$ cat config.mk
export PLATFORM = sky130hd
export DESIGN_NAME = fetch_unit
export DESIGN_NICKNAME = d
export VERILOG_FILES = /design/src/rtl/fetch_unit.sv
export SDC_FILE = /design/constraint.sdc
export NUM_CORES = 1
export LEC_CHECK = 0
export CORE_ASPECT_RATIO = 0.7
export CORE_UTILIZATION = 39
export CTS_CLUSTER_DIAMETER = 150
export DETAILED_ROUTE_END_ITERATION = 6
export PLACE_DENSITY = 0.78
export RECOVER_POWER = 25
export SYNTH_ARGS = -nofsm -noshare
export SYNTH_HDL_FRONTEND = slang
export SYNTH_SLANG_ARGS = --single-unit
$ cat constraint.sdc
create_clock -name CLK -period 2.1 [get_ports CLK]
set_input_delay 0.21 -clock CLK [delete_from_list [all_inputs] [get_ports CLK]]
set_output_delay 0.21 -clock CLK [all_outputs]
set_load 0.02 [all_outputs]
$ cat src/rtl/fetch_unit.sv
// fetch_unit: instruction-fetch stage and IF/ID pipeline register for the
// 5-stage MIPS pipeline. Owns the PC, drives the icache request, and applies
// stall / redirect / flush requests from the hazard unit.
//
// Optional feature: define FETCH_PERF_EN to add the perf_fetched, perf_stall
// and perf_miss saturating event counters.
module fetch_unit #(
    parameter logic [31:0] PC_INIT   = 32'h0000_0000,
    parameter logic [31:0] HALT_WORD = 32'hFFFF_FFFF
) (
    input  logic        CLK,
    input  logic        RST,
    input  logic        ihit,
    input  logic [31:0] imemload,
    output logic        imemREN,
    output logic [31:0] imemaddr,
    input  logic        hazard,
    input  logic        branch,
    input  logic [31:0] branch_target,
    input  logic        jump,
    input  logic [31:0] jump_target,
    output logic [31:0] ifid_instr,
    output logic [31:0] ifid_npc,
    output logic        ifid_valid,
    output logic        halted
`ifdef FETCH_PERF_EN
    ,
    output logic [31:0] perf_fetched,
    output logic [31:0] perf_stall,
    output logic [31:0] perf_miss
`endif
);

    typedef enum logic [1:0] {
        BOOT   = 2'd0,
        RUN    = 2'd1,
        HALTED = 2'd2
    } state_t;

    localparam logic [31:0] WORD_MASK = 32'hFFFF_FFFC;

    state_t      state, state_next;
    logic [31:0] pc, pc_next;
    logic [31:0] pc_plus4;
    logic [31:0] instr_next, npc_next;
    logic        valid_next;
    logic        fetch_evt, stall_evt, miss_evt;

    assign pc_plus4 = pc + 32'd4;
    // The PC is always word aligned, but mask anyway so the address bus is
    // guaranteed clean even if a stray low bit ever got in.
    assign imemaddr = pc & WORD_MASK;
    assign halted   = (state == HALTED);

    // Next-state, next-PC, IF/ID next values and the icache enable.
    always_comb begin
        // NOTE: every signal driven here gets a default first so no path can
        // leave one unassigned and infer a latch.
        state_next = state;
        pc_next    = pc;
        instr_next = ifid_instr;
        npc_next   = ifid_npc;
        valid_next = ifid_valid;
        imemREN    = 1'b0;
        fetch_evt  = 1'b0;
        stall_evt  = 1'b0;
        miss_evt   = 1'b0;

        case (state)
            BOOT: begin
                state_next = RUN;
            end
            RUN: begin
                imemREN = 1'b1;
                if (branch || jump) begin
                    // Redirect beats everything; the word in flight is dropped.
                    pc_next    = (branch ? branch_target : jump_target) & WORD_MASK;
                    instr_next = 32'd0;
                    npc_next   = 32'd0;
                    valid_next = 1'b0;
                end else if (hazard) begin
                    stall_evt = 1'b1;
                end else if (ihit) begin
                    pc_next    = pc_plus4;
                    instr_next = imemload;
                    npc_next   = pc_plus4;
                    valid_next = 1'b1;
                    fetch_evt  = 1'b1;
                    if (imemload == HALT_WORD) begin
                        state_next = HALTED;
                    end
                end else begin
                    // Miss: hold the PC and push a bubble into decode.
                    instr_next = 32'd0;
                    npc_next   = 32'd0;
                    valid_next = 1'b0;
                    miss_evt   = 1'b1;
                end
            end
            HALTED: begin
                state_next = HALTED;
            end
            default: begin
                state_next = BOOT;
            end
        endcase
    end

    // State, PC and IF/ID registers with synchronous reset.
    always_ff @(posedge CLK) begin
        // NOTE: state registers use non-blocking assignments so every register
        // samples the pre-edge values regardless of statement order.
        if (RST) begin
            state      <= BOOT;
            pc         <= PC_INIT & WORD_MASK;
            ifid_instr <= 32'd0;
            ifid_npc   <= 32'd0;
            ifid_valid <= 1'b0;
        end else begin
            state      <= state_next;
            pc         <= pc_next;
            ifid_instr <= instr_next;
            ifid_npc   <= npc_next;
            ifid_valid <= valid_next;
        end
    end

`ifdef FETCH_PERF_EN
    // Saturating event counters; events only fire in RUN so they freeze in HALTED.
    always_ff @(posedge CLK) begin
        if (RST) begin
            perf_fetched <= 32'd0;
            perf_stall   <= 32'd0;
            perf_miss    <= 32'd0;
        end else begin
            if (fetch_evt && perf_fetched != 32'hFFFF_FFFF) perf_fetched <= perf_fetched + 32'd1;
            if (stall_evt && perf_stall   != 32'hFFFF_FFFF) perf_stall   <= perf_stall + 32'd1;
            if (miss_evt  && perf_miss    != 32'hFFFF_FFFF) perf_miss    <= perf_miss + 32'd1;
        end
    end
`else
    // Event strobes have no consumer without the counters.
    logic unused_evt;
    assign unused_evt = fetch_evt ^ stall_evt ^ miss_evt;
`endif

endmodule
==> impl_metrics.toml <==
[run_status]
status = "finished clean"

[power_and_ir_drop]
cellPowerDensity_nw_per_um2 = 805
vdd_drop_max_v = 0.000592
p_leak_nw = 2.81

[layout]
layout-drive-gt1-share_pct = 11.4
syn2layout_area_growth_pct = 57.8
nets = 889
antenna_cells = 0
n_fill_cell = 972

[cts]
cts_tree = "yes"
clock_sinks = 96
root_buffer = "clkbuf_16"
postCtsSetupBuffers = 0
path_clk_slew_ps = 70
clk_path_buf_depth = 2
cts_buffers = 9
htree_levels = 3
clk_latency_ps = 340
cts_resized = 0
holdBufCountCts = 0

[yosys]
synth_top_area_share_pct = 40.8
yosysTopAreaCell = "dfxtp_1"
syn_area_um2 = 4710
ys.flop_type = "dfxtp_1"
async_reset_ff_share_pct = 0
syn_area_per_cell_um2 = 8.23
yosys_warnings = 0
syn_inst = 572
yosysUniqueCellTypes = 55
synth-edff-count = 0
ys_ff_latch = 96
synthTopCellsByArea = "dfxtp_1, a22oi_1, nor2_1"
synth_most_common_cell = "dfxtp_1"
ys_seq_area_share_pct = 40.8
netlist_top_cells_count = "dfxtp_1, nor2_1, a22oi_1"

[grt]
grt_pass1_vias = 5101
antenna_found_initial = 0
grt-ovfl-total = 0
grt_max_degree = 44
grt_pass1_wl_mm = 26.9
grt_usage_pct = 27.6

[setup_path]
r2r_start = "pc[9]"
reg2reg_to = "pc[23]"
worstSetupStartpoint = "pc[9]"
required_ps = 2370
endpoint_kind = "flop"
crit_path_start_kind = "flop"
path_class = "reg2reg"
critical_path_arrival_ps = 2310
r2r_cells = 5
ff2ff_setup_slack_ps = 60
cp_max_fo = 6

[timing]
tns_ps = 0
layout_setup_ws_ps = 56.6
finalCriticalPeriod_ps = 2040
finalSetupViolCount = 0
grt_setup_unrepaired = "no"
final.period_utilization_pct = 97.3
fmax_mhz = 489
finClkSkew_ps = 8.92
finalMaxSlewViolations = 0
hold_viol = 0
fin_hold_ws_ps = 315

[die]
core_area_um2 = 11700
initial_core_util_pct = 40.1
dieArea_um2 = 12500
io_pins = 201
die_w_um = 133
rows = 33
fp.dieH_um = 93.9

[placed_design]
port_buffers = 194
dpl_worst_slack_ps = 41.1
place_hpwl_mm = 13.1
finalWeightedCongestion = 0.924

[drt]
drtPass1Iterations = 5
wl_mm = 17.4
wire_per_inst_um = 18.4
routed-via-count = 5420
final_antenna_net_count = 0
drc = 0
routed_via_density = 5.74
drt_iter0_drc = 412

[min_path]
hold_end = "ifid_npc[7]"
hp-start = "RST"
min_path_type = "in2reg"
hold_depth = 2

[run]
drv_cap = 0
-- per-stage QoR --
step / instances / utilization (%) / area [um2] / total power [mW]
6_report: 945 / 63.3 / 7430 / 5.98
5_1_grt: 945 / 63.3 / 7430 / 6.24
4_1_cts: 945 / 63.1 / 7400 / 5.98
3_5_place_dp: 929 / 60.5 / 7100 / 4.30
3_3_place_gp: 929 / 60.5 / 7100 / 4.24
2_1_floorplan: 573 / - / 4730 / 3.26
-- final cells by class --
cell class	instances	area, um2	area share [%]
inverters	14	52.6	0.708
multi-input cells	414	2560	34.5
well taps	157	196	2.65
repair buffers	248	2380	32.0
clock inverters	6	66.3	0.893
clock buffers	10	239	3.22
flip-flops and latches	96	1930	26.0
-- layer usage --
metal | vias to the layer above | global-route usage (%) | share of wire, %
li1 | 2520 | - | -
met1 | 2587 | 37.6 | 45
met2 | 280 | 43.5 | 45
met3 | 33 | 5.61 | 8.7
met4 | 0 | 9.28 | 2.2
met5 | - | 0 | 0
-- worst max-delay path, stage by stage, from the launching register on --
cell and delay [ps]:
dfxtp_1 440, nand4_1 170, or4_4 560, nor4_4 280, mux2_2 370, a21oi_1 160
-- placed cells by master (no fill, tap or decap), types with 12 or more instances in the layout --
cell type / count
dfxtp_1: 91
xnor2_1: 17
nand3_1: 12
nor2_1: 73
buf_4: 51
clkdlybuf4s50_1: 145
a22oi_1: 47
nand4_1: 20
a21oi_1: 23
inv_1: 14
nand2_1: 45
dlygate4sd3_1: 48
o21ai_0: 37
-- cells by family after synthesis --
logic type | Yosys count | share of synthesized area (%)
AND/OR/NAND/NOR | 201 | 20.6
adder cells (fa/ha/maj) | 4 | 1.06
XOR/XNOR | 28 | 5.21
multiplexers | 8 | 1.73
AO/OA/AOI/OAI | 171 | 25.0
other | 1 | 0.0797
buffers and inverters | 63 | 5.53
flip-flops | 96 | 40.8
-- how the worst max path moves through the flow --
stage,to,slack (ps),cells past startpoint
after floorplan,pc[27],0.2,6
after global placement,pc[23],110,6
after detailed placement,pc[28],40,8
after CTS,pc[27],70,5
after global routing,pc[23],3,5
final,pc[23],60,5
-- state kept, by name (all words and copies together) (netlist names) --
register	count
ifid_valid	1
state	2
ifid_npc	31
pc	30
ifid_instr	32
-- power breakdown --
part	total, mW	internal [mW]	switching [mW]
clock	1.68	0.963	0.722
sequential	2.14	1.98	0.157
combinational	2.15	0.966	1.18
Power figures use the tool's default switching activity.
